[src/rtl/ext_bus_arbiter_pkg.sv]
// Shared types and constants for the external bus arbiter.
// Holds the arbiter state encoding, bus width and wait-counter helpers.
package ext_bus_arbiter_pkg;

    localparam int BUS_WIDTH    = 16;
    localparam int WAIT_W       = 4;
    localparam int ARB_MAX_WAIT = 8;

    typedef enum logic [1:0] {
        ARB_IDLE = 2'd0,
        ARB_PEND = 2'd1,
        ARB_HOLD = 2'd2,
        ARB_ACK  = 2'd3
    } arb_state_t;

    // Saturating increment keeps the wait counter pinned at 15.
    function automatic logic [WAIT_W-1:0] wait_inc(input logic [WAIT_W-1:0] cnt);
        return (cnt == '1) ? cnt : cnt + 1'b1;
    endfunction

endpackage

[src/rtl/ext_bus_arbiter_register.sv]
// Loadable data register with synchronous active-high clear.
// Used for the request address/data latches and the read-data capture.
module register #(
    parameter int BUS_WIDTH = 16
) (
    input  logic                 CLK,
    input  logic                 RESET,
    input  logic                 LOAD,
    input  logic [BUS_WIDTH-1:0] D,
    output logic [BUS_WIDTH-1:0] Q
);

    logic [BUS_WIDTH-1:0] data_q;

    always_ff @(posedge CLK) begin
        if (RESET) begin
            data_q <= '0;
        end else if (LOAD) begin
            data_q <= D;
        end
    end

    assign Q = data_q;

endmodule

[src/rtl/ext_bus_arbiter.sv]
// Shares the external memory bus between the core (priority) and one
// secondary master; starved requests park the core via a hold handshake.
module ext_bus_arbiter
    import ext_bus_arbiter_pkg::*;
#(
    parameter int MAX_WAIT = ARB_MAX_WAIT
) (
    input  logic                 CLK,
    input  logic                 RESET,
    input  logic [BUS_WIDTH-1:0] CORE_ADDR,
    input  logic [BUS_WIDTH-1:0] CORE_DOUT,
    input  logic                 CORE_RDN,
    input  logic                 CORE_WRN0,
    input  logic                 CORE_WRN1,
    input  logic                 CORE_STOPPED,
    input  logic                 CORE_HELD,
    output logic                 CORE_HOLD,
    input  logic                 EXT_REQ,
    input  logic                 EXT_WE,
    input  logic [1:0]           EXT_BE,
    input  logic [BUS_WIDTH-1:0] EXT_ADDR,
    input  logic [BUS_WIDTH-1:0] EXT_WDATA,
    output logic                 EXT_ACK,
    output logic [BUS_WIDTH-1:0] EXT_RDATA,
    input  logic [BUS_WIDTH-1:0] MEM_DIN,
    output logic [BUS_WIDTH-1:0] MEM_ADDR,
    output logic [BUS_WIDTH-1:0] MEM_DOUT,
    output logic                 MEM_RDN,
    output logic                 MEM_WRN0,
    output logic                 MEM_WRN1,
    output logic                 ABUS_OEN,
    output logic                 GRANT
);

    localparam logic [WAIT_W-1:0] WAIT_LAST = WAIT_W'(MAX_WAIT - 1);

    arb_state_t           state_q, state_d;
    logic [WAIT_W-1:0]    cnt_q, cnt_d;
    logic                 hold_q, hold_d;
    logic                 we_q;
    logic [1:0]           be_q;
    logic [BUS_WIDTH-1:0] req_addr_q;
    logic [BUS_WIDTH-1:0] req_wdata_q;

    logic core_idle;
    logic accept;
    logic grant;
    logic rdata_load;

    assign core_idle  = CORE_RDN & CORE_WRN0 & CORE_WRN1;
    assign accept     = (state_q == ARB_IDLE) && EXT_REQ;
    assign rdata_load = grant && !we_q;

    register #(.BUS_WIDTH(BUS_WIDTH)) u_addr_reg (
        .CLK   (CLK),
        .RESET (RESET),
        .LOAD  (accept),
        .D     (EXT_ADDR),
        .Q     (req_addr_q)
    );

    register #(.BUS_WIDTH(BUS_WIDTH)) u_wdata_reg (
        .CLK   (CLK),
        .RESET (RESET),
        .LOAD  (accept),
        .D     (EXT_WDATA),
        .Q     (req_wdata_q)
    );

    register #(.BUS_WIDTH(BUS_WIDTH)) u_rdata_reg (
        .CLK   (CLK),
        .RESET (RESET),
        .LOAD  (rdata_load),
        .D     (MEM_DIN),
        .Q     (EXT_RDATA)
    );

    always_ff @(posedge CLK) begin
        if (RESET) begin
            state_q <= ARB_IDLE;
            cnt_q   <= '0;
            hold_q  <= 1'b0;
            we_q    <= 1'b0;
            be_q    <= '0;
        end else begin
            state_q <= state_d;
            cnt_q   <= cnt_d;
            hold_q  <= hold_d;
            if (accept) begin
                we_q <= EXT_WE;
                be_q <= EXT_BE;
            end
        end
    end

    always_comb begin
        state_d = state_q;
        cnt_d   = cnt_q;
        case (state_q)
            ARB_IDLE: begin
                if (EXT_REQ) begin
                    state_d = ARB_PEND;
                    cnt_d   = '0;
                end
            end
            ARB_PEND: begin
                if (grant) begin
                    state_d = ARB_ACK;
                end else begin
                    cnt_d = wait_inc(cnt_q);
                    if (cnt_q == WAIT_LAST) begin
                        state_d = ARB_HOLD;
                    end
                end
            end
            ARB_HOLD: begin
                if (grant) begin
                    state_d = ARB_ACK;
                end
            end
            ARB_ACK: state_d = ARB_IDLE;
            default: state_d = ARB_IDLE;
        endcase
        // Registering the next-state decode keeps CORE_HOLD glitch-free.
        hold_d = (state_d == ARB_HOLD);
    end

    always_comb begin
        grant = 1'b0;
        case (state_q)
            ARB_PEND: grant = core_idle;
            ARB_HOLD: grant = core_idle | CORE_HELD;
            default:  grant = 1'b0;
        endcase

        MEM_ADDR = CORE_ADDR;
        MEM_DOUT = CORE_DOUT;
        MEM_RDN  = CORE_RDN;
        MEM_WRN0 = CORE_WRN0;
        MEM_WRN1 = CORE_WRN1;
        if (grant) begin
            MEM_ADDR = req_addr_q;
            MEM_DOUT = req_wdata_q;
            MEM_RDN  = we_q;
            MEM_WRN0 = !(we_q && be_q[0]);
            MEM_WRN1 = !(we_q && be_q[1]);
        end
    end

    assign GRANT     = grant;
    assign CORE_HOLD = hold_q;
    assign EXT_ACK   = (state_q == ARB_ACK);
    assign ABUS_OEN  = CORE_STOPPED & ~grant;

endmodule

[config.mk]
export PLATFORM = sky130hd
export DESIGN_NAME = ext_bus_arbiter
export DESIGN_NICKNAME = d
export VERILOG_FILES = /design/src/rtl/ext_bus_arbiter_pkg.sv /design/src/rtl/ext_bus_arbiter_register.sv /design/src/rtl/ext_bus_arbiter.sv
export SDC_FILE = /design/constraint.sdc
export NUM_CORES = 1
export LEC_CHECK = 0
export CELL_PAD_IN_SITES_DETAIL_PLACEMENT = 1
export CELL_PAD_IN_SITES_GLOBAL_PLACEMENT = 1
export CORE_ASPECT_RATIO = 1.2
export CORE_MARGIN = 2
export CORE_UTILIZATION = 28
export CTS_BUF_LIST = sky130_fd_sc_hd__clkbuf_4 sky130_fd_sc_hd__clkbuf_8
export DETAILED_ROUTE_END_ITERATION = 16
export PLACE_DENSITY_LB_ADDON = 0.1
export SYNTH_ARGS = -nofsm -noshare
export SYNTH_HDL_FRONTEND = slang
export SYNTH_SLANG_ARGS = --single-unit
[constraint.sdc]
create_clock -name CLK -period 3.9 [get_ports CLK]
set_input_delay 0.78 -clock CLK [delete_from_list [all_inputs] [get_ports CLK]]
set_output_delay 0.78 -clock CLK [all_outputs]
set_load 0.03 [all_outputs]
* Word level (Yosys, flattened, before mapping)
Cells that the tools add are included.
Cells by class: $add $sub $neg 1, equality and inequality tests 9, muxes and demuxes 15, bitwise logic cells 5, reduce and logical (&&, ||, !) cells 10
Operators with widths (count):
- 2-to-1 mux 16 bit | 2
- 2-to-1 mux 4 bit | 3
- 2-to-1 mux 2 bit | 4
- one-hot mux 2 bit (4 select lines) | 1
- one-hot mux 4 bit (2 select lines) | 1
- equality test 2 bit, second input constant | 3
- != test 2 bit, second input constant | 3
- adder 4 x 1 -> 4 bit, second input constant | 1
- equality test 4 x 3 -> 1 bit, second input constant | 1
- equality test 4 bit, second input constant | 1
- logical AND 1 bit | 4
- AND reduction 4 bit | 1
- bitwise AND 1 bit | 3
- logical NOT 1 bit | 3
- 2-to-1 mux 1 bit | 3
- equality test 2 x 1 -> 1 bit, second input constant | 1
- logical NOT 2 bit | 1
- one-hot mux 1 bit (2 select lines) | 1
- nonzero test 2 bit | 1
- inverter 1 bit | 1
- bitwise OR 1 bit | 1
Word-level totals: bits in registers 58, bits of input ports 91, output and inout port bits 55, word-level logic and storage cells 48

* Depth between registers and ports, before layout
Gate-level depths: netlist of run 1.
word-level depth 7, gate-level depth with buffers 11, depth with buffers taken out 7

* Hierarchy
A second synthesis of run 1 with hierarchy kept.
Second synthesis, totals: cell total of the unflattened synthesis 334, area, all modules 2763.9 um^2
By module, submodules not included:
- register | instances 3, cells an instance 52, area an instance 580.6 um^2, seq. area each 320.3 um^2
- ext_bus_arbiter | instances 1, cells an instance 178, area an instance 1022.2 um^2, seq. area each 200.2 um^2

* Worst setup path before layout of run 1
OpenSTA, ideal clock, no wires.
kind in2out, from input port CORE_WRN1, to output port MEM_WRN0, arrival time 2.110 ns, data required time 3.120 ns, slack 1.010 ns, stages 7, path buffers 2, cells stage by stage a32oi_1 or3_1 buf_2 inv_2 buf_6 nor2_1 a31oi_1
On the way: cells in the longest elaborated chain, start to end 4
Ends and longest elaborated chain:
- start: declaration | RTL line ext_bus_arbiter.sv:14 | input logic CORE_WRN1,
- bitwise AND 1 bit * | RTL line ext_bus_arbiter.sv:50 | assign core_idle = CORE_RDN & CORE_WRN0 & CORE_WRN1;
- bitwise OR 1 bit | RTL line ext_bus_arbiter.sv:132 | ARB_HOLD: grant = core_idle | CORE_HELD;
- one-hot mux 1 bit (2 select lines) * | RTL line ext_bus_arbiter.sv:130 | case (state_q)
- 2-to-1 mux 1 bit * | RTL line ext_bus_arbiter.sv:141 | if (grant) begin
- end: declaration | RTL line ext_bus_arbiter.sv:29 | output logic MEM_WRN0,
Every way passes the cells marked *; elsewhere a longest branch is shown, timed or not.

* Final worst setup path of run 1
from input port CORE_RDN, to output port MEM_DOUT[0]
On the way: cells in the longest elaborated chain, start to end 5
Ends and longest elaborated chain:
- start: declaration | RTL line ext_bus_arbiter.sv:12 | input logic CORE_RDN,
- bitwise AND 1 bit * (2 in a row) | RTL line ext_bus_arbiter.sv:50
- bitwise OR 1 bit | RTL line ext_bus_arbiter.sv:132
- one-hot mux 1 bit (2 select lines) * | RTL line ext_bus_arbiter.sv:130
- 2-to-1 mux 16 bit * | RTL line ext_bus_arbiter.sv:141
- end: declaration | RTL line ext_bus_arbiter.sv:27 | output logic [BUS_WIDTH-1:0] MEM_DOUT,
Marks and branches as above.

==> results of run 1 <==
==> worst max-delay path, cell delays in order <==
cell	delay (ns)
clkdlybuf4s50_1	0.51
a32oi_1	0.13
or3_1	0.40
inv_2	0.10
buf_12	0.18
nand2_1	0.07
nand2_1	0.06
clkdlybuf4s50_1	0.68
==> through the flow <==
step | cells | power (mW) | worst slack, ns
2_1_floorplan | 390 | 1.20 | 1.01
3_3_place_gp | 637 | 1.48 | 0.234
3_5_place_dp | 637 | 1.50 | 0.162
4_1_cts | 653 | 2.01 | 0.153
5_1_grt | 653 | 2.11 | 0.0239
6_report | 653 | 1.97 | 0.185
==> final cells by class <==
type,instances,area (um^2)
fill,1192,4760
tap,120,150
clock buffer,13,160
timing repair buffer,153,1510
sequential,58,1160
clock inverter,3,15.0
inverter,6,22.5
multi-input combinational,300,1350
==> path summary, 6_finish.rpt <==
kind	startpoint	to	slack, ns	cells past startpoint
worst max register to register	state_q[1]	state_q[0]	1.89	7
worst min register to register	u_rdata_reg.Q[11]	u_rdata_reg.Q[11]	0.45	2
worst min-delay path	u_rdata_reg.Q[11]	u_rdata_reg.Q[11]	0.45	2
worst max-delay path	CORE_RDN	MEM_DOUT[0]	0.18	8
==> cells in the mapped netlist <==
master      n
and2_1      3
nor2b_1     1
o211ai_1    1
nand2b_1    1
or3_1       3
buf_6       3
a211oi_1    3
nand3b_1    1
a31oi_1     2
nor3_1      1
nand3_1     2
buf_2       8
a31o_2      1
inv_1       5
dfxtp_1    58
a41o_1      1
mux2_2      1
nor2_1      7
xor2_1      1
a32o_1      1
o22ai_1     1
and3_1      1
o21ai_0     4
a21oi_1    53
ha_1        6
o21ba_2     1
a32oi_1     1
nand2_1   202
nand4_1     1
inv_2       1
clkbuf_1   15
==> sequential cells by signal, summed over array words and instances (netlist names) <==
| register | cells |
|---|---|
| CORE_HOLD | 1 |
| state_q | 2 |
| be_q | 2 |
| we_q | 1 |
| u_wdata_reg.Q | 16 |
| u_addr_reg.Q | 16 |
| cnt_q | 4 |
| u_rdata_reg.Q | 16 |
==> where the power goes <==
part           internal (mW)  total [mW]  switching (mW)
Combinational          0.311       0.736           0.425
Clock                  0.266       0.497           0.230
Sequential             0.682       0.741          0.0585
Total                   1.26        1.97           0.714
==> layout by cell type, fill, tap and decap left out, drive strengths merged <==
| cell type | synthesis | routed |
|---|---|---|
| and2 | 3 | 3 |
| clkinv | 0 | 3 |
| and3 | 1 | 1 |
| nor2b | 1 | 1 |
| a21oi | 53 | 53 |
| mux2 | 1 | 1 |
| a32o | 1 | 1 |
| nand4 | 1 | 1 |
| nand3 | 2 | 2 |
| o21ai | 4 | 4 |
| o21ba | 1 | 1 |
| inv | 6 | 6 |
| buf | 11 | 13 |
| dfxtp | 58 | 58 |
| nor2 | 7 | 7 |
| a211oi | 3 | 3 |
| xor2 | 1 | 1 |
| a41o | 1 | 1 |
| clkbuf | 15 | 13 |
| o22ai | 1 | 1 |
| nor3 | 1 | 1 |
| a31oi | 2 | 2 |
| nand2b | 1 | 1 |
| clkdlybuf4s50 | 0 | 140 |
| ha | 6 | 6 |
| nand3b | 1 | 1 |
| nand2 | 202 | 202 |
| a32oi | 1 | 1 |
| a31o | 1 | 1 |
| o211ai | 1 | 1 |
| or3 | 3 | 3 |
==> per-layer routing <==
layer	part of all wire [%]	global-route usage (%)	wire (um)
met5	0	0	0
met4	1.7	6.76	157
met3	8.6	6.32	801
met2	46	29.7	4240
met1	44	21.7	4070
==> cells by family (layout without fill, tap and decap cells) <==
kind of cell | after synthesis | count (layout)
AOI/OAI and AO/OA | 69 | 69
buffers and inverters | 32 | 175
DFF | 58 | 58
and+or+nand+nor | 223 | 223
xor gates and xnor gates | 1 | 1
muxes | 1 | 1
adders and majority gates | 6 | 6
==> run summary, run 1 <==
The flow ran to the end, and the final reports show no timing, DRC or antenna violations. TritonCTS built the clock tree. Entering global routing, the biggest net connects 36 pins. The first global-routing pass estimated 14900 um of wire. 0 antenna diodes ended up in the layout.

The net count of the mapped netlist was 487; the number of remaining DRC errors was 0. The first routing iteration left 76 violations. The cell area that synthesis handed to floorplanning was 2660 um^2. Yosys printed 0 warnings.

The first TritonRoute pass finished after 4 iterations. The die is 111 um tall. The share of synthesized area in the top cell type comes to 43.7%.

Clock-pin slew was measured on the worst setup and hold paths at 0.06 ns. The tools report the category of the worst setup path launch point as a primary input. Of all cell types, the one taking the most synthesized area is dfxtp_1.

The routability-driven placement congestion ratio is 0.744, and the setup clock skew after layout is 0.00218 ns. The shortest clock period the worst path allows after layout is 3.72 ns. The count of pins over their slew limit came out at 0.

The tools report the number of nets in the finished design as 625. Max-cap violations in this run came to 0. IR analysis of the VDD net gives a maximum drop of 0.173 mV.

The wire length per cell was 14.2 um. In this run the remaining antenna-violating nets after routing total 0. The number of instances in the synthesized netlist was 390; the power density over the cells was 452 nW/um^2. For the starting density of the core, the log shows 29.1%. Sequential cells were found to cover 43.7% of the synthesized design area. The logs give 0 for the overflow left after global routing and 9260 um for the sum of routed wire length over all layers.

The count of clock tree sinks was 58. Summing all placed instances gives a cell area of 4190 um^2. The synthesized netlist devotes 14.3% of its cell area to compound gates. Data on the critical path is required at its endpoint by 3.12 ns. Boundary pin count: 146.

Setup repair after global routing left no endpoint under its margin. The tools report the remaining max-slew budget at the tightest pin as 56.1%. Data arrives at the worst endpoint at 2.94 ns. Summing the areas of all fa, ha and maj instances in the mapped netlist gives 2.82% of the synthesized area. Number of cell rows: 38. The run gives 0 as the hold buffer count at CTS. The worst hold-check path type was reg -> reg. In this run the worst path has a maximum fanout of 29. The total via count after detailed routing is 3012.

Using the TritonRoute via totals, the vias-per-cell ratio works out to 4.61. Buffers inserted during clock tree synthesis total 9. Combinational family with the most area after synthesis: simple AND/OR/NAND/NOR gates. The detailed placer's ending HPWL was 6660 um; the die area was 10300 um^2. The tools report the final instance area as 4360 um^2. Post-route fraction of the period consumed by the critical path: 95.3%.

The share of layout cells above drive strength 1 was 6.19%; the final hold violation count was 0. After synthesis, the share of cell area in mux cells is 0.423%. The synthesized area per cell came out at 6.82 um^2.

Summed over all cells, the static leakage comes to 1.76 nW. Global routing used 18.1% of the available tracks. The number of global-route vias before repair was 3056; the simple logic cell fraction of the synthesized area was 32.7%. The total of buffers placed on input and output ports is 145. The critical path capture point type is an output port. The region available for standard cell placement spans 9130 um^2. For the share of the core filled with cells in the final layout, the log shows 47.8%.

Counting flops and latches in the post-synthesis netlist gives 58. Setup violations remaining at the end of the flow were counted as 0. From left edge to right edge, the die measures 93.0 um. Once the clock tree was built, the resizer swapped 0 gates to a different size. The transition time at the pin with the least slew margin is 0.657 ns, and the initial antenna violation count is 0.

For the worst-skew pair, the clock arrives at the later sink with an insertion delay of 0.33 ns. Setup total negative slack on the finished layout was measured at 0 ns. The synthesized netlist devotes 0.329% of its cell area to XOR and XNOR gates. For the count of distinct cell types in the synthesized netlist, the log shows 31.

Synthesis-to-layout area growth: 64.1%. The number of buffers between clock root and the deepest sink was 2; the number of H-tree levels was 3. The critical path class is in -> out.

On the final layout, the worst hold slack is 0.454 ns. The setup fix buffers added after clock tree synthesis is 0. Yosys attributes the largest share of cell area to dfxtp_1, nand2_1, a21oi_1.

The tools report the root buffer cell as clkbuf_8. The achievable frequency is 269 MHz.
(Power assumes the default switching activity.)
==> run 2, diff against run 1 <==
CORE_UTILIZATION = 32   (was 28)
DONT_BUFFER_PORTS = 1   (was not set)
GPL_ROUTABILITY_DRIVEN = 0   (was not set)
PLACE_DENSITY = 0.64   (was not set)
PLACE_DENSITY_LB_ADDON = not set   (was 0.1)
==> run 2 against run 1 <==
Effect of this change:
- utilization shrank 11 points
- hold slack is essentially flat
- via count shrank 18%
- worst setup slack gained 0.31 ns
- total power is essentially flat
- critical endpoint is now MEM_WRN0
- highest routed layer unchanged
==> run summary, run 2 (synthesis results as in run 1) <==
The run gives 5260 um (-21%) as the detailed placer's ending HPWL. The hold buffer count at CTS was 0 (unchanged); the initial detailed-routing violation count was 69 (-9.2%). The startpoint identified for the worst register-to-register timing path is state_q[0]. The max-capacitance violation count is 0 (unchanged).

In this run the critical register-to-register path is captured at state_q[0]. For the endpoint arrival time on the critical path, the log shows 2.62 ns (-0.32 ns). STA classifies the critical path startpoint as a register. The total of buffers placed on input and output ports works out to 0 (-100%).

TritonCTS built the clock tree. Critical path's largest stage delay: 0.52 ns (-0.16 ns). The wire length per cell was 15.7 um (+11%). Boundary pin count: 146 (unchanged).

The signal on the critical path passes through inv_1 > ha_1 > inv_1 > or3_1 > inv_2 > nor2_1 > a31oi_1 > buf_4. The sum of routed wire length over all layers is 7560 um (-18%), and the count of clock tree sinks is 58 (unchanged). The worst supply voltage drop on vdd is 0.213 mV (+23%), and the critical-path maximum fanout is 38 (+31%). Setup repair after global routing left no endpoint under its margin. The count of non-filler cells in the finished layout was 482 (-26%); the total area of sequential cells was 1160 um^2 (unchanged). The total of cells resized after clock tree synthesis was 0 (unchanged). The post-route fraction of the period consumed by the critical path was 87.3% (-8.0 points). The flow ran to the end, and the final reports show no timing, DRC or antenna violations. The number of H-tree levels was 3 (unchanged); the synthesis-to-layout area growth was 10.9%. The mean number of vias per cell is 5.15 (+12%), and the remaining antenna violation count after routing is 0 (unchanged).

For this design, the slowest cell found on the critical path is inv_2. The share of layout cells above drive strength 1 is 6.98% (+0.79 points). For the area inside the core boundary, the log shows 8110 um^2 (-11%).

Counting stages on the worst path, the most repeated cell is inv_1. For the die area, the log shows 9060 um^2 (-12%). The shortest clock period the worst path allows after layout works out to 3.40 ns (-0.312 ns). The multi-input gate area in the final layout was 1350 um^2 (unchanged); the routed length on met3 was 734 um (-8.4%). The first-pass GRT wire length is 11800 um (-21%), and the die height is 104 um (-6.2%).

The cell family with the largest share of critical-path delay was buffers and inverters. The horizontal die dimension was 87.2 um (-6.2%). The starting density of the core was 32.8% (+3.7 points); the worst-skew pair later-pin latency was 0.33 ns (about the same).

The final number of setup-violating endpoints is 0 (unchanged). The run gives 0 (unchanged) as the final hold violation count. The total instance count after detailed placement was 466 (-27%); the number of filler cells placed in the layout was 1032 (-13%).

The number of buffers created by CTS was 9 (unchanged). The number of buffers between clock root and the deepest sink was 2 (unchanged). The remaining max-slew budget at the tightest pin came out at 54.3% (-1.8 points). In this run the clock root is driven by a clkbuf_8. Setup clock skew after layout: 0.0121 ns (+0.00997 ns). The transition time at the pin with the least slew margin came out at 0.685 ns (+0.0283 ns).

The met1 wire length is 3110 um (-24%), and the pin count of the biggest net entering global routing is 55 (+53%). The library cell used most frequently in the layout, excluding fill and tap cells, is nand2_1. The number of nets in the finished design is 479 (-23%), and the met2 routed wirelength is 3670 um (-14%). The number of cells on the worst hold path was 2 (unchanged).

The tools report the number of remaining DRC errors as 0 (unchanged). The register-to-register setup slack was 1.68 ns (-0.21 ns). The run gives 4 (unchanged) as the number of optimization iterations in the first detailed-route pass. The worst setup path is of the reg -> out kind.

The buffer and inverter count on the worst path works out to 4 (unchanged). The antenna cell count was 0 (unchanged); the number of global-route vias before repair was 2487 (-19%). The logs give 0 ns (unchanged) for the accumulated negative setup slack and 2482 (-18%) for the total via count after detailed routing. The global-route total usage across every layer came out at 16.5% (-1.6 points). Leaving out fill and tap cells, the most frequent cells in the layout are nand2_1, dfxtp_1, a21oi_1. In this run the worst setup path begins at state_q[1]. The detailed router used layers up to and including met4. The achievable frequency is 294 MHz (+9.2%), and the critical path depth is 8 (unchanged). The tools report the number of cell rows as 36 (-5.3%). The tools report the setup fix buffers added after clock tree synthesis as 0 (unchanged). Logic depth of the worst register-to-register path: 7 (unchanged). The overflow left after global routing is 0 (unchanged).

STA classifies the critical path endpoint as an output port. Required time of the critical path: 3.12 ns (about the same). The leakage power of the design is 1.22 nW (-31%). The path class of the tightest hold or removal check is reg -> reg. The count of pins over their slew limit is 0 (unchanged), and the clock transition at the register clock pins on the worst setup and hold paths after CTS is 0.07 ns (about the same).

The most critical setup path has its endpoint at MEM_WRN0. The initial antenna violation count is 0 (unchanged), and the power density over the cells is 668 nW/um^2 (+48%).
## run 2: worst min path at each step
stage                     startpoint                to  slack (ns)
global route        u_wdata_reg.Q[4]  u_wdata_reg.Q[4]        0.47
finish               u_addr_reg.Q[8]   u_addr_reg.Q[8]        0.45
CTS                 u_wdata_reg.Q[3]  u_wdata_reg.Q[3]        0.45
global placement     u_addr_reg.Q[1]   u_addr_reg.Q[1]        0.44
floorplan                    be_q[1]           be_q[1]        0.44
detailed placement  u_wdata_reg.Q[3]  u_wdata_reg.Q[3]        0.44
## run 2: cell type report
cell class              count  area share [%]
inverters                   6           0.763
repair buffers              7            1.78
clock buffers               9            4.20
multi-input cells         300            45.6
well taps                  95            4.03
flip-flops and latches     58            39.4
clock inverters             7            4.24
## run 2: tightest hold or removal path, stage by stage, from the launching register on
cell and delay, ns:
dfxtp_1 0.31, nand2_1 0.05, a21oi_1 0.05
## run 2: metrics by stage
stage | hold WS [ns] | cell area (um^2) | util, % | setup slack (ns) | power [mW]
floorplan | 0.436 | 2660 | - | 1.01 | 1.20
global placement | 0.437 | 2700 | 33.3 | 0.869 | 1.28
detailed placement | 0.441 | 2700 | 33.3 | 0.812 | 1.30
CTS | 0.453 | 2950 | 36.4 | 0.459 | 2.01
global route | 0.472 | 2950 | 36.4 | 0.329 | 2.10
finish | 0.453 | 2950 | 36.4 | 0.496 | 1.97
## run 2: routing by layer
layer  vias to the layer above  global-route usage (%)
met4                         0                    4.73
met1                      1142                    18.1
li1                       1230                       -
met2                       105                    28.7
met3                         5                    6.75
met5                         -                       0
## run 2: report_power, final
| group | internal (mW) | switching (mW) |
|---|---|---|
| combinational | 0.155 | 0.366 |
| sequential | 0.682 | 0.0771 |
| clock | 0.430 | 0.262 |
| total | 1.27 | 0.706 |
